**config.mk**
```make
export PLATFORM = sky130hd
export DESIGN_NAME = root_result_packer
export DESIGN_NICKNAME = d
export VERILOG_FILES = /design/src/rtl/root_result_packer.sv
export SDC_FILE = /design/constraint.sdc
export NUM_CORES = 1
export LEC_CHECK = 0
export ABC_AREA = 0
export CAP_MARGIN = 10
export CORE_MARGIN = 2
export CORE_UTILIZATION = 57
export DETAILED_ROUTE_END_ITERATION = 7
export GPL_TIMING_DRIVEN = 0
export MAX_ROUTING_LAYER = met4
export PLACE_DENSITY = 0.91
export SLEW_MARGIN = 40
export SYNTH_ARGS = -nofsm -noshare
export SYNTH_HDL_FRONTEND = slang
export SYNTH_SLANG_ARGS = --single-unit
export TNS_END_PERCENT = 50
```
**constraint.sdc**
```tcl
create_clock -name clk -period 3.7 [get_ports clk]
set_clock_uncertainty 0.2 [all_clocks]
set_input_delay 0.925 -clock clk [delete_from_list [all_inputs] [get_ports clk]]
set_output_delay 0.925 -clock clk [all_outputs]
set_load 0.1 [all_outputs]
```
**src/rtl/root_result_packer.sv**
```systemverilog
// root_result_packer
// Buffers Q10.10 root results as rounded (or truncated) Q10.6 words in a
// small circular FIFO and serializes each word as two bytes, high byte first,
// over a valid/ready byte interface.
module root_result_packer #(
    parameter int DEPTH    = 4,
    parameter bit ROUND_EN = 1'b1
) (
    input  logic                       clk,
    input  logic                       rst_n,
    input  logic                       in_valid,
    input  logic [19:0]                in_data,
    input  logic                       out_ready,
    output logic                       out_valid,
    output logic [7:0]                 out_data,
    output logic [$clog2(DEPTH):0]     fifo_count,
    output logic                       overflow
);

    localparam int PW = (DEPTH > 1) ? $clog2(DEPTH) : 1;
    localparam int CW = $clog2(DEPTH) + 1;
    localparam logic [CW-1:0] COUNT_FULL = CW'(DEPTH);

    // Serializer states
    localparam logic [1:0] ST_IDLE = 2'd0;
    localparam logic [1:0] ST_HI   = 2'd1;
    localparam logic [1:0] ST_LO   = 2'd2;

    // Storage and state
    logic [15:0]   mem [DEPTH];
    logic [PW-1:0] wr_ptr_reg;
    logic [PW-1:0] rd_ptr_reg;
    logic [CW-1:0] count_reg;
    logic [CW-1:0] count_next;
    logic          overflow_reg;
    logic [1:0]    state_reg;
    logic [1:0]    state_next;
    logic [15:0]   hold_reg;

    // Datapath helpers
    logic          round_bit;
    logic [16:0]   conv_sum;
    logic [15:0]   conv_q;
    logic          fifo_full;
    logic          fifo_empty;
    logic          handshake;
    logic          pop;
    logic          push;

    // Rounding contributes bit 3 (half an LSB of Q10.6) only when enabled
    generate
        if (ROUND_EN) begin : g_round
            assign round_bit = in_data[3];
        end else begin : g_trunc
            assign round_bit = 1'b0;
        end
    endgenerate

    // Q10.10 -> Q10.6 with saturation when rounding carries out of 16 bits
    always_comb begin
        conv_sum = {1'b0, in_data[19:4]} + {16'd0, round_bit};
        conv_q   = conv_sum[16] ? 16'hFFFF : conv_sum[15:0];
    end

    // Pop when idle with data waiting, or when the low byte completes and
    // more data is queued (back-to-back pairs without an idle bubble).
    // A push into a full FIFO is only accepted if a pop frees a slot.
    always_comb begin
        fifo_full  = (count_reg == COUNT_FULL);
        fifo_empty = (count_reg == '0);
        handshake  = out_valid && out_ready;
        pop        = !fifo_empty &&
                     ((state_reg == ST_IDLE) ||
                      ((state_reg == ST_LO) && handshake));
        push       = in_valid && (!fifo_full || pop);
        count_next = count_reg + CW'(push) - CW'(pop);
    end

    // Serializer next-state logic
    always_comb begin
        state_next = state_reg;
        case (state_reg)
            ST_IDLE: if (pop) state_next = ST_HI;
            ST_HI:   if (handshake) state_next = ST_LO;
            ST_LO:   if (handshake) state_next = pop ? ST_HI : ST_IDLE;
            default: state_next = ST_IDLE;
        endcase
    end

    // Buffer RAM write port; no reset so it maps onto block/distributed RAM
    always_ff @(posedge clk) begin
        if (push) begin
            mem[wr_ptr_reg] <= conv_q;
        end
    end

    // Pointers, occupancy and sticky overflow
    always_ff @(posedge clk or negedge rst_n) begin
        if (!rst_n) begin
            wr_ptr_reg   <= '0;
            rd_ptr_reg   <= '0;
            count_reg    <= '0;
            overflow_reg <= 1'b0;
        end else begin
            if (push) wr_ptr_reg <= wr_ptr_reg + 1'b1;
            if (pop)  rd_ptr_reg <= rd_ptr_reg + 1'b1;
            count_reg <= count_next;
            if (in_valid && fifo_full && !pop) begin
                overflow_reg <= 1'b1;
            end
        end
    end

    // Registered RAM read into the hold register; a same-cycle write to the
    // head slot (full FIFO, push and pop together) returns the old word
    always_ff @(posedge clk or negedge rst_n) begin
        if (!rst_n) begin
            hold_reg <= 16'h0000;
        end else if (pop) begin
            hold_reg <= mem[rd_ptr_reg];
        end
    end

    // Serializer state register
    always_ff @(posedge clk or negedge rst_n) begin
        if (!rst_n) begin
            state_reg <= ST_IDLE;
        end else begin
            state_reg <= state_next;
        end
    end

    // Output byte selection; zero whenever nothing is offered
    always_comb begin
        out_valid = 1'b0;
        out_data  = 8'h00;
        case (state_reg)
            ST_HI: begin
                out_valid = 1'b1;
                out_data  = hold_reg[15:8];
            end
            ST_LO: begin
                out_valid = 1'b1;
                out_data  = hold_reg[7:0];
            end
            default: begin
                out_valid = 1'b0;
                out_data  = 8'h00;
            end
        endcase
    end

    assign fifo_count = count_reg;
    assign overflow   = overflow_reg;

endmodule

```
==> impl_metrics.toml <==
[finish]
fill_cells = 432
design_area_um2 = 4770
diodes = 0
largest_register_ffs = 64
area_growth_pct = 16.0
nets = 330
finish.utilization = 0.695
stdcell_count = 394
layout-drive-gt1-share = 0.255

[yosys]
ys.warnings.count = 0
synth_common_cells = "edfxtp_1 (64), dfrtp_1 (26), nand2_1 (18)"
synth_cell_types = 42
synth.most_common_cell = "edfxtp_1"
synth_area_um2 = 4110
syn_area_per_cell_um2 = 16.5
synthCells = 249
synthTopCellsByArea = "edfxtp_1 (47%), dfrtp_1 (16%), mux4_1 (5.1%)"
synth_edf_count = 64
yosysSeqAreaShare = 0.626
yosysTopAreaCell = "edfxtp_1"
synth_seq_cells = 90
syn-num-nets = 286
synthFlopType = "edfxtp_1"
async_flop_share = 0.289
synth_top_area_share = 0.467

[grt]
grt_start_max_net_pins = 27
grt_use_total = 0.199
grt.overflow.total = 0
antenna_found_initial = 0
first_global_vias = 2199
grt_pass1_wl_um = 11000

[placement]
dp_cells = 378
hpwl_um = 4930
dp_slack_ns = 0.0634
postPlaceCellArea_um2 = 4500
gp_congestion = 0.757
numPortBuffers = 33

[clock_tree]
clk_pin_slew_ns = 0.08
ctsHoldBuffers = 0
clock_latency_ns = 0.34
numCtsBuffers = 9
post_cts_buffers = 0
post_cts_resized = 0
clock-sinks = 90
cts_tree = "done"
clock_path_buffers = 2
htree_levels = 3
cts-root-buf = "clkbuf_8"

[timing]
hold_violations = 0
fin_crit_sh = 0.895
fin_ws_ns = 0.388
fmax_mhz = 302
relSlewSlack = 0.630
drv_slew = 0
setup_viol = 0
rsz0062_at_grt = "no"
fin_crit_ns = 3.31
worst_pin_slew_ns = 0.555

[route]
wl_per_cell_um = 17.4
vias = 2188
via_per_inst = 5.55
antenna_left = 0
dr.pass1.iters = 4
drt_drc_violations_left = 0
drt_iter0_drc = 104
drt_wl_total_um = 6880

[pwr]
max-vdd-ir-drop_v = 0.000321
p_clk_frac = 0.195
combPwrFrac = 0.443
switching_power_mw = 1.63
leakagePower_nw = 1.80
p_int_mw = 2.66
swShare = 0.380
powerDensity_nw_per_um2 = 901
p_seq_frac = 0.362

[die]
dieArea_um2 = 7910
die_width_um = 88.9
io_pins = 37
initial_core_util = 0.599
die_h_um = 88.9
rows = 30
coreArea_um2 = 6870

[worst_setup_path]
worst-path-max-fanout = 10
r2r-end = "fifo_count[2]"
start_kind = "primary input"
crit_type = "primary input to flop"
crit-reg2reg-launch = "state_reg[0]"
r2r_cells = 14
cp.required_ns = 3.77
path_cells = "clkdlybuf4s50_1 -> a21oi_4 -> nor2_4 -> buf_4 -> ha_1 -> inv_1 -> ha_1 -> inv_1 -> fa_1 -> xnor2_1 -> xnor2_1"
endpoint_kind = "flop"
regToRegSetupSlack_ns = 0.69
critPathMaxStageDelay_ns = 0.54
slowest_stage = "clkdlybuf4s50_1"
cp_data_arrival_time_ns = 3.38

[worst_hold_path]
holdPathStages = 1
hold_path.startpoint = "overflow"
min_to = "overflow"
min_path_type = "flop to flop"

[job]
max_cap_violations = 0

[outcome]
status = "completed"
metrics by stage:
| stage | hold slack (ns) | total power, mW | setup TNS (ns) |
|---|---|---|---|
| final | 0.279 | 4.30 | 0 |
| after global routing | 0.304 | 4.51 | 0 |
| after CTS | 0.278 | 4.33 | 0 |
| after detailed placement | 0.256 | 3.49 | 0 |
| after global placement | 0.257 | 3.48 | 0 |
| after floorplan | 0.281 | 3.11 | -0.922 |
cell type report:
cell class | instances | area (um2) | area share
multi-input combinational | 142 | 1450 | 0.303
timing repair buffer | 33 | 260 | 0.0546
buffer | 8 | 73.8 | 0.0155
clock inverter | 7 | 140 | 0.0294
clock buffer | 9 | 124 | 0.0260
tap | 96 | 120 | 0.0252
sequential | 90 | 2570 | 0.539
inverter | 9 | 33.8 | 0.00708
power groups by stage:
stage	Combinational (mW)	Sequential, mW	Clock (mW)
floorplan	1.43	1.68	0
detailed placement	1.91	1.59	0
global placement	1.92	1.56	0
finish	1.90	1.56	0.839
global route	2.03	1.58	0.891
CTS	1.92	1.56	0.849
worst max-delay path, delay by kind of cell:
family          cells  cell delay (ns)
buf+inv             4             0.93
fa+ha+maj           3             0.79
xor+xnor            2             0.37
simple gates        1             0.26
compound gates      1             0.10
worst max path at each step:
stage / slack [ns] / endpoint / from / depth (start not counted)
2_1_floorplan: -0.23 / out_data[4] / state_reg[0] / 3
3_3_place_gp: 0.15 / fifo_count[2] / out_ready / 11
3_5_place_dp: 0.06 / fifo_count[2] / out_ready / 11
4_1_cts: 0.36 / fifo_count[2] / out_ready / 11
5_1_grt: 0.24 / fifo_count[2] / out_ready / 11
6_report: 0.39 / fifo_count[2] / out_ready / 11
cell usage in the layout, fill, tap and decap left out, types with 7 or more instances in the layout:
| master | instances |
|---|---|
| nand2_1 | 18 |
| dfrtp_1 | 26 |
| edfxtp_1 | 64 |
| a22oi_1 | 8 |
| clkbuf_8 | 9 |
| mux4_2 | 8 |
| mux2_4 | 8 |
| mux2_2 | 10 |
| mux4_1 | 8 |
| ha_1 | 12 |
| xnor2_1 | 11 |
| nor2b_1 | 7 |
| buf_2 | 15 |
| clkdlybuf4s50_1 | 19 |
| inv_1 | 9 |
kinds of logic (layout without fill, tap and decap cells):
| kind of cell | after synthesis | in the layout | synth area share |
|---|---|---|---|
| flops | 90 | 90 | 0.626 |
| simple gates | 61 | 61 | 0.0867 |
| mux | 35 | 35 | 0.154 |
| compound gates | 19 | 19 | 0.0359 |
| buf+inv | 17 | 66 | 0.0262 |
| xor+xnor | 14 | 14 | 0.0298 |
| fa+ha+maj | 13 | 13 | 0.0414 |
metal layers:
| metal | up-vias | global-route usage | wire (um) |
|---|---|---|---|
| met4 | 0 | 0.0773 | 93 |
| met3 | 7 | 0.0295 | 237 |
| met5 | - | - | 0 |
| met2 | 53 | 0.323 | 3470 |
| met1 | 1077 | 0.257 | 3080 |
| li1 | 1051 | - | - |
(Power assumes the default switching activity.)
